$ cat config.mk
export PLATFORM = sky130hd
export DESIGN_NAME = bit7_mux_arbiter
export DESIGN_NICKNAME = d
export VERILOG_FILES = /design/src/rtl/bit7_mux_arbiter.sv
export SDC_FILE = /design/constraint.sdc
export NUM_CORES = 1
export LEC_CHECK = 0
export CORE_ASPECT_RATIO = 1.1
export CORE_MARGIN = 3
export CORE_UTILIZATION = 51
export CTS_CLUSTER_DIAMETER = 40
export DETAILED_ROUTE_END_ITERATION = 10
export GPL_ROUTABILITY_DRIVEN = 1
export PLACE_DENSITY = 0.84
export SLEW_MARGIN = 20
export SYNTH_ARGS = -nofsm -noshare
export SYNTH_HDL_FRONTEND = slang
export SYNTH_SLANG_ARGS = --single-unit
$ cat constraint.sdc
create_clock -name clk -period 3.84 [get_ports clk]
set_input_delay 0.576 -clock clk [delete_from_list [all_inputs] [get_ports clk]]
set_output_delay 0.576 -clock clk [all_outputs]
set_load 0.03 [all_outputs]
$ cat src/rtl/bit7_mux_arbiter.sv
// Round-robin arbiter and sequencer for two requesters that share one 7-bit
// datapath. The arbiter drives the select of the 2:1 mux cell. It grants
// ownership for bursts and registers the selected beat onto an output channel
// that has valid/ready back-pressure. Port 0 feeds op1 (sel=1) and port 1
// feeds op2 (sel=0).

// 7-bit 2:1 mux cell: sl=1 passes op1, sl=0 passes op2.
module bit7_2_1_mux (
  input  logic [6:0] op1,
  input  logic [6:0] op2,
  input  logic       sl,
  output logic [6:0] y
);

  assign y = sl ? op1 : op2;

endmodule

module bit7_mux_arbiter #(
  parameter int unsigned MAX_BURST = 8
) (
  input  logic       clk,
  input  logic       rst_n,
  input  logic       req0,
  input  logic [6:0] data0,
  input  logic       last0,
  output logic       ack0,
  input  logic       req1,
  input  logic [6:0] data1,
  input  logic       last1,
  output logic       ack1,
  output logic       gnt0,
  output logic       gnt1,
  output logic       sel,
  output logic [6:0] out_data,
  output logic       out_last,
  output logic       out_valid,
  input  logic       out_ready
);

  typedef enum logic [1:0] {
    IDLE = 2'd0,
    OWN0 = 2'd1,
    OWN1 = 2'd2
  } state_t;

  // Last beat index an owner may reach before it must yield to a waiting peer.
  localparam logic [7:0] BURST_LIMIT = 8'(MAX_BURST - 1);

  state_t     state_q, state_d;
  logic [7:0] beat_cnt_q, beat_cnt_d;
  logic       rr_last_q, rr_last_d;
  logic [6:0] out_data_q, out_data_d;
  logic       out_last_q, out_last_d;
  logic       out_valid_q, out_valid_d;

  logic [6:0] mux_y;
  logic       accept;
  logic       own_req;
  logic       own_last;
  logic       own_ack;
  logic       other_req;
  logic       release_own;

  // Grants and select are pure decodes of the registered state. In IDLE the
  // select rests on port 0.
  assign gnt0 = (state_q == OWN0);
  assign gnt1 = (state_q == OWN1);
  assign sel  = (state_q != OWN1);

  // The output register can take a new beat when it is empty or is draining.
  assign accept = !out_valid_q || out_ready;

  assign ack0 = rst_n && gnt0 && req0 && accept;
  assign ack1 = rst_n && gnt1 && req1 && accept;

  bit7_2_1_mux u_mux (
    .op1 (data0),
    .op2 (data1),
    .sl  (sel),
    .y   (mux_y)
  );

  // Owner and peer views. These are only meaningful in OWN0/OWN1.
  assign own_req   = sel ? req0  : req1;
  assign own_last  = sel ? last0 : last1;
  assign other_req = sel ? req1  : req0;
  assign own_ack   = ack0 || ack1;

  // Release on the owner's last beat, on a forced yield at the burst limit
  // while the peer waits, or as soon as the owner drops its request.
  assign release_own = !own_req ||
                       (own_ack && (own_last ||
                                    ((beat_cnt_q == BURST_LIMIT) && other_req)));

  // Next-state logic for arbitration, burst counting and the output register.
  always_comb begin
    state_d     = state_q;
    beat_cnt_d  = beat_cnt_q;
    rr_last_d   = rr_last_q;
    out_data_d  = out_data_q;
    out_last_d  = out_last_q;
    out_valid_d = out_valid_q;

    if (own_ack) begin
      out_valid_d = 1'b1;
      out_data_d  = mux_y;
      out_last_d  = own_last;
    end else if (out_ready) begin
      out_valid_d = 1'b0;
    end

    case (state_q)
      IDLE: begin
        // On a tie, the port that was not served last wins.
        if (req0 && (!req1 || rr_last_q)) begin
          state_d = OWN0;
        end else if (req1) begin
          state_d = OWN1;
        end
      end
      OWN0, OWN1: begin
        if (release_own) begin
          rr_last_d  = (state_q == OWN1);
          beat_cnt_d = 8'd0;
          if (other_req) begin
            state_d = (state_q == OWN0) ? OWN1 : OWN0;
          end else begin
            state_d = IDLE;
          end
        end else if (own_ack && (beat_cnt_q != BURST_LIMIT)) begin
          // Saturate at the limit so a lone owner keeps streaming.
          beat_cnt_d = beat_cnt_q + 8'd1;
        end
      end
      default: begin
        state_d    = IDLE;
        beat_cnt_d = 8'd0;
      end
    endcase
  end

  // State and output registers with synchronous active-low reset.
  always_ff @(posedge clk) begin
    if (!rst_n) begin
      state_q     <= IDLE;
      beat_cnt_q  <= 8'd0;
      rr_last_q   <= 1'b1;
      out_data_q  <= 7'd0;
      out_last_q  <= 1'b0;
      out_valid_q <= 1'b0;
    end else begin
      state_q     <= state_d;
      beat_cnt_q  <= beat_cnt_d;
      rr_last_q   <= rr_last_d;
      out_data_q  <= out_data_d;
      out_last_q  <= out_last_d;
      out_valid_q <= out_valid_d;
    end
  end

  assign out_data  = out_data_q;
  assign out_last  = out_last_q;
  assign out_valid = out_valid_q;

endmodule

==> reports/qor.txt, run 1 <==
Core area: 2320 µm²
Main flop type after synthesis: sky130_fd_sc_hd__dfxtp_1
CP max stage cell: sky130_fd_sc_hd__clkdlybuf4s50_1
Max Clock Freq: 321 MHz
Final period utilization: 0.811
Number of global-route vias before repair: 1174
Routability congestion estimate: 0.962
Clock root buffer master: sky130_fd_sc_hd__clkbuf_4
Worst hold path class: register to register
Count of cell types in the netlist: 45
Aggregate negative setup slack: 0 ns
Max-slew violation total from the final report: 0
Number of warnings issued by yosys: 0
Total Routed Length: 2980 µm
Fillers: 184
List of cells traversed by the critical path: inv_1 > ha_1 > inv_1 > nor3_1 > clkdlybuf4s50_1
Final-report hold violation count: 0
DIE WIDTH: 53.8 µm
Post-CTS Hold Fix Bufs: 0
Largest fanout on the critical path: 17
Slowest cell delay on critical path: 0.69 ns
Wire length of the first global-routing pass: 5060 µm
Total buffers and inverters traversed by the critical path: 3
Die height: 58.6 µm
Clk_lat worst skew: 0.31 ns
Total Nets Final: 202
Global router's overall resource usage: 0.213
Run status: finished, final reports clean
Leakage dissipation: 0.611 nW
Cell family with the largest share of critical-path delay: buffers and inverters
Maximum VDD drop: 499 µV
Maximum root-to-sink buffer count: 2
I/O pins: 35
Post-detailed-placement cell area: 1640 µm²
DP Wirelength: 2270 µm
Number of design rule violations left after detail routing: 0
Count of inserted antenna diode cells: 0
Clock tree from TritonCTS: built
Final critical path time including I/O delays and setup: 3.11 ns
Pin count of the biggest net entering global routing: 18
Post-DR wirelength/cell: 14.5 µm
Total grt overflow: 0
Number of violations reported at the end of detailed-routing iteration 0: 43
RSZ-0062 raised after global routing: false
Num Clock Sinks: 20
Post-Syn Instances: 145
Final cell area excluding filler cells: 1690 µm²
Number of cell rows: 18
Max-cap violations: 0
Number of instances resized during post-cts repair: 0
Count of buffers from port buffering: 34
Initial antenna violation count: 0
Post-detailed-route count of antenna-violating nets: 0
Post-synthesis cell area: 1280 µm²
Clock slew at the register clock pins of the worst setup and hold paths: 0.12 ns
Clock buffers created by TritonCTS: 3
Post CTS Setup Buffer Count: 0
Post-synthesis average cell area: 8.84 µm²
Worst Setup End Kind: output pin
Proportion of layout cells with a drive suffix above 1: 0.114
Die Area: 3150 µm²
Category of the worst setup path launch point: register
Share of the yosys chip area belonging to registers: 0.312
Required time at the endpoint of the critical path: 3.26 ns
Worst Setup Path Type: register to output pin
Effective utilization at floorplan: 0.553
Flip-flop and latch count after synthesis: 20
DR vias: 1211
Area added between synthesis and finish: 31.6%
Maximum level of the CTS H-tree: 1
Actual slew at the worst max-slew pin: 0.795 ns
Via count normalized by instance count: 5.91
Total power per unit cell area: 533 nW/µm²
Number of enable flip-flop cells after synthesis: 0
First-pass iteration count of the detailed router: 4
Worst rel slew slack: 0.470
Final setup skew: 0.00927 ns
Cell mode on critical path: sky130_fd_sc_hd__inv_1
Setup Viol. Count Final: 0
Ys async rst share: 0
Post-synth net total: 171
Arr. time, crit path: 2.54 ns
-- metal layers --
metal	routed length (µm)	GRT usage
met1	1370	0.269
met2	1400	0.355
met3	153	0.0304
met4	59	0.0876
met5	0	0
-- logic make-up after synthesis --
logic type      share of synthesized area
simple gates                        0.248
compound gates                      0.251
flops                               0.312
buf+inv                            0.0439
mux                                0.0966
fa+ha+maj                          0.0488
-- per-stage QoR --
| stage | instances | utilization | hold slack [ns] | worst slack, ns | power, W |
|---|---|---|---|---|---|
| after detailed placement | 201 | 0.705 | 0.496 | 0.878 | 0.000727 |
| after floorplan | 145 | - | 0.456 | 1.35 | 0.000590 |
| after global routing | 205 | 0.728 | 0.538 | 0.479 | 0.000957 |
| final | 205 | 0.728 | 0.513 | 0.727 | 0.000900 |
| after CTS | 205 | 0.728 | 0.520 | 0.702 | 0.000902 |
| after global placement | 201 | 0.705 | 0.491 | 0.986 | 0.000718 |
-- state kept, by name, indices dropped and copies added, names as in the netlist --
register,flops
beat_cnt_q,8
rr_last_q,1
out_last,1
out_data,7
out_valid,1
state_q,2
-- layout make-up --
type / count / area (µm²) / share of cell area
multi-input combinational: 111 / 831 / 0.492
clock inverter: 1 / 30.0 / 0.0178
clock buffer: 3 / 22.5 / 0.0133
inverter: 5 / 18.8 / 0.0111
timing repair buffer: 35 / 348 / 0.206
sequential: 20 / 400 / 0.237
tap: 30 / 37.5 / 0.0222
-- final timing paths --
kind / from / endpoint / slack (ns) / cells past startpoint
max: state_q[0] / ack1 / 0.73 / 5
min: out_last / out_last / 0.51 / 2
max reg2reg: state_q[0] / state_q[1] / 0.94 / 7
min reg2reg: out_last / out_last / 0.51 / 2
-- synth_stat cells, types with 3 or more instances --
library cell / n / share of area
sky130_fd_sc_hd__and3_1: 4 / 0.020
sky130_fd_sc_hd__a211oi_1: 7 / 0.041
sky130_fd_sc_hd__nand2_1: 7 / 0.020
sky130_fd_sc_hd__mux2i_1: 9 / 0.070
sky130_fd_sc_hd__nand2b_1: 4 / 0.020
sky130_fd_sc_hd__clkbuf_1: 5 / 0.015
sky130_fd_sc_hd__dfxtp_1: 20 / 0.31
sky130_fd_sc_hd__o21ai_0: 6 / 0.023
sky130_fd_sc_hd__nor2b_1: 3 / 0.015
sky130_fd_sc_hd__a21oi_1: 5 / 0.020
sky130_fd_sc_hd__a22o_1: 3 / 0.020
sky130_fd_sc_hd__mux2_2: 3 / 0.026
sky130_fd_sc_hd__inv_1: 5 / 0.015
sky130_fd_sc_hd__nor3_1: 4 / 0.016
sky130_fd_sc_hd__ha_1: 5 / 0.049
sky130_fd_sc_hd__buf_2: 3 / 0.012
sky130_fd_sc_hd__nor2_1: 17 / 0.050
-- power breakdown --
part / internal, W / total (W) / switching (W)
sequential: 0.000241 / 0.000264 / 0.0000232
combinational: 0.000198 / 0.000462 / 0.000264
clock: 0.000106 / 0.000174 / 0.0000681
-- worst reg2reg max path: stages (launching register included) --
cell                       delay, ns
sky130_fd_sc_hd__dfxtp_1        0.36
sky130_fd_sc_hd__inv_1          0.09
sky130_fd_sc_hd__ha_1           0.67
sky130_fd_sc_hd__a22oi_1        0.39
sky130_fd_sc_hd__nor3_2         0.46
sky130_fd_sc_hd__a211oi_2       0.18
sky130_fd_sc_hd__or4_1          0.54
sky130_fd_sc_hd__a21oi_1        0.13
-- layout by cell type, fill, tap and decap left out, types with 2 or more instances in the layout --
master,synthesis,final
sky130_fd_sc_hd__a32o_1,2,2
sky130_fd_sc_hd__inv_1,5,5
sky130_fd_sc_hd__nor3_1,4,3
sky130_fd_sc_hd__nor2b_1,3,3
sky130_fd_sc_hd__o211ai_1,2,2
sky130_fd_sc_hd__o21ai_0,6,6
sky130_fd_sc_hd__dfxtp_1,20,20
sky130_fd_sc_hd__a211oi_1,7,7
sky130_fd_sc_hd__nor2_1,17,17
sky130_fd_sc_hd__o31ai_1,2,2
sky130_fd_sc_hd__and3_1,4,4
sky130_fd_sc_hd__nand2_1,7,7
sky130_fd_sc_hd__nand2b_1,4,4
sky130_fd_sc_hd__clkbuf_4,0,3
sky130_fd_sc_hd__clkdlybuf4s50_1,0,34
sky130_fd_sc_hd__a22o_1,3,3
sky130_fd_sc_hd__nand3_1,2,2
sky130_fd_sc_hd__or3_1,2,2
sky130_fd_sc_hd__mux2_2,3,3
sky130_fd_sc_hd__a21oi_1,5,5
sky130_fd_sc_hd__mux2i_1,9,9
sky130_fd_sc_hd__ha_1,5,5
sky130_fd_sc_hd__and3_2,2,2
sky130_fd_sc_hd__nor3b_1,2,2
Power figures use the tool's default switching activity.
==> inputs of run 2 (changes only) <==
--- a/config.mk
+++ b/config.mk
@@ -7,11 +7,11 @@
 export LEC_CHECK = 0
 export CORE_ASPECT_RATIO = 1.1
 export CORE_MARGIN = 3
-export CORE_UTILIZATION = 51
+export CORE_UTILIZATION = 43
 export CTS_CLUSTER_DIAMETER = 40
 export DETAILED_ROUTE_END_ITERATION = 10
 export GPL_ROUTABILITY_DRIVEN = 1
-export PLACE_DENSITY = 0.84
+export PLACE_DENSITY = 0.75
 export SLEW_MARGIN = 20
 export SYNTH_ARGS = -nofsm -noshare
 export SYNTH_HDL_FRONTEND = slang
==> constraint.sdc (replaced) <==
create_clock -name clk -period 2.65 [get_ports clk]
set_input_delay 0.3975 -clock clk [delete_from_list [all_inputs] [get_ports clk]]
set_output_delay 0.3975 -clock clk [all_outputs]
set_load 0.03 [all_outputs]
==> reports/qor.txt, run 2 (synthesis gave the netlist of run 1 again) <==
Post-DR wirelength/cell: 15.0 µm
Maximum VDD drop: 757 µV
Flip-flop count of the largest register after layout: 8
Count of inserted antenna diode cells: 0
Total power per unit cell area: 767 nW/µm²
Clock slew at the register clock pins of the worst setup and hold paths: 0.12 ns
Largest fanout on the critical path: 8
DP Wirelength: 2500 µm
Post-detailed-placement cell area: 1680 µm²
Clk_lat worst skew: 0.31 ns
Launch instance of the worst min-delay path: out_data[2]
Arr. time, crit path: 1.90 ns
Pin count of the biggest net entering global routing: 15
Worst rel slew slack: 0.668
Number of design rule violations left after detail routing: 0
Final setup skew: 0.00172 ns
Area added between synthesis and finish: 35.2%
Post CTS Setup Buffer Count: 0
Leakage dissipation: 0.653 nW
Initial antenna violation count: 0
Wire length of the first global-routing pass: 5220 µm
Sequential share of power: 0.287
Global router's overall resource usage: 0.182
Most common library cell in the layout ignoring fill and taps: sky130_fd_sc_hd__clkdlybuf4s50_1
Core area: 2800 µm²
Aggregate negative setup slack: 0 ns
Total power consumption of the routed design: 0.00133 W
Effective utilization at floorplan: 0.458
RR Startpoint: state_q[0]
RSZ-0062 raised after global routing: false
I/O pins: 35
Minimum setup slack in the final design: 0.349 ns
Die Area: 3670 µm²
Via count normalized by instance count: 5.92
Switching power: 0.000527 W
Commonest cells after routing, fill and taps aside: 33 x sky130_fd_sc_hd__clkdlybuf4s50_1, 20 x sky130_fd_sc_hd__dfxtp_1, 17 x sky130_fd_sc_hd__nor2_1, 9 x sky130_fd_sc_hd__mux2i_1
Worst Setup Path Type: primary input to output pin
Routability congestion estimate: 0.894
Actual slew at the worst max-slew pin: 0.498 ns
Clock buffers created by TritonCTS: 3
Worst Setup End Kind: output pin
Cell Int Power: 0.000803 W
Switching power share of the total: 0.396
Clock root buffer master: sky130_fd_sc_hd__clkbuf_4
Placement-stage worst setup slack: 0.185 ns
Max-cap violations: 0
First-pass iteration count of the detailed router: 4
Relative contribution of combinational cells to total power: 0.521
Number of global-route vias before repair: 1194
Post-CTS Hold Fix Bufs: 0
Clock tree from TritonCTS: built
Maximum level of the CTS H-tree: 1
Final-report hold violation count: 0
Total Nets Final: 207
Number of violations reported at the end of detailed-routing iteration 0: 56
Worst hold path class: register to register
Total Routed Length: 3200 µm
Critical path launch point: rst_n
Maximum root-to-sink buffer count: 2
DIE WIDTH: 58.1 µm
Number of cell rows: 20
Setup Viol. Count Final: 0
Count of buffers from port buffering: 34
Largest register by flop count: beat_cnt_q
Category of the worst setup path launch point: primary input
Final period utilization: 0.868
Num Clock Sinks: 20
Max Clock Freq: 435 MHz
Die height: 63.3 µm
Max-slew violation total from the final report: 0
Proportion of layout cells with a drive suffix above 1: 0.144
Final cell area excluding filler cells: 1730 µm²
Final critical path time including I/O delays and setup: 2.30 ns
Clock power share: 0.192
Required time at the endpoint of the critical path: 2.25 ns
Post-detailed-route count of antenna-violating nets: 0
Run status: finished, final reports clean
Total grt overflow: 0
DR vias: 1262
run 2: cell count changes in the layout (fill, tap and decap cells not counted):
cell	before	now
sky130_fd_sc_hd__buf_4	1	6
sky130_fd_sc_hd__ha_2	0	1
sky130_fd_sc_hd__clkdlybuf4s50_1	34	33
sky130_fd_sc_hd__ha_1	5	4
sky130_fd_sc_hd__dlymetal6s2s_1	0	1
run 2: critical path, cell delays in order:
cell and delay, ns:
sky130_fd_sc_hd__clkdlybuf4s50_1 0.47, sky130_fd_sc_hd__buf_4 0.16, sky130_fd_sc_hd__nand2_1 0.09, sky130_fd_sc_hd__nor2_1 0.11
sky130_fd_sc_hd__clkdlybuf4s50_1 0.68
run 2: worst paths after layout:
kind	slack (ns)	to	depth (start not counted)
max	0.35	ack0	5
max reg2reg	0.36	beat_cnt_q[7]	7
min	0.52	out_data[2]	2
min reg2reg	0.52	out_data[2]	2
run 2: area by class of cell:
cell class | instances | area (µm²)
clock inverter | 1 | 30.0
sequential | 20 | 400
fill | 245 | 1070
multi-input combinational | 111 | 833
clock buffer | 3 | 22.5
inverter | 5 | 18.8
tap | 33 | 41.3
timing repair buffer | 40 | 388
run 2: repair_timing:
action                     4_1_cts  5_1_grt
cloned                           0        0
setup endpoints to repair        1        1
resized for setup                1        1
run 2: metrics by stage:
stage	hold slack, ns	instances	util
3_5_place_dp	0.497	209	0.598
3_3_place_gp	0.486	209	0.598
2_1_floorplan	0.456	145	-
5_1_grt	0.540	213	0.619
4_1_cts	0.518	213	0.618
6_report	0.516	213	0.619
run 2: power by group through the flow:
stage	logic (W)	clock network [W]	registers (W)
after floorplan	0.000414	0	0.000441
after global placement	0.000678	0	0.000386
after detailed placement	0.000686	0	0.000389
after CTS	0.000692	0.000263	0.000383
after global routing	0.000742	0.000281	0.000390
final	0.000693	0.000255	0.000382
run 2: metal layers:
| layer | global-route usage | routed length (µm) | up-vias |
|---|---|---|---|
| met3 | 0.0266 | 181 | 4 |
| met4 | 0.0783 | 38 | 0 |
| met5 | 0 | 0 | - |
| li1 | - | - | 617 |
| met1 | 0.227 | 1380 | 595 |
| met2 | 0.304 | 1590 | 46 |
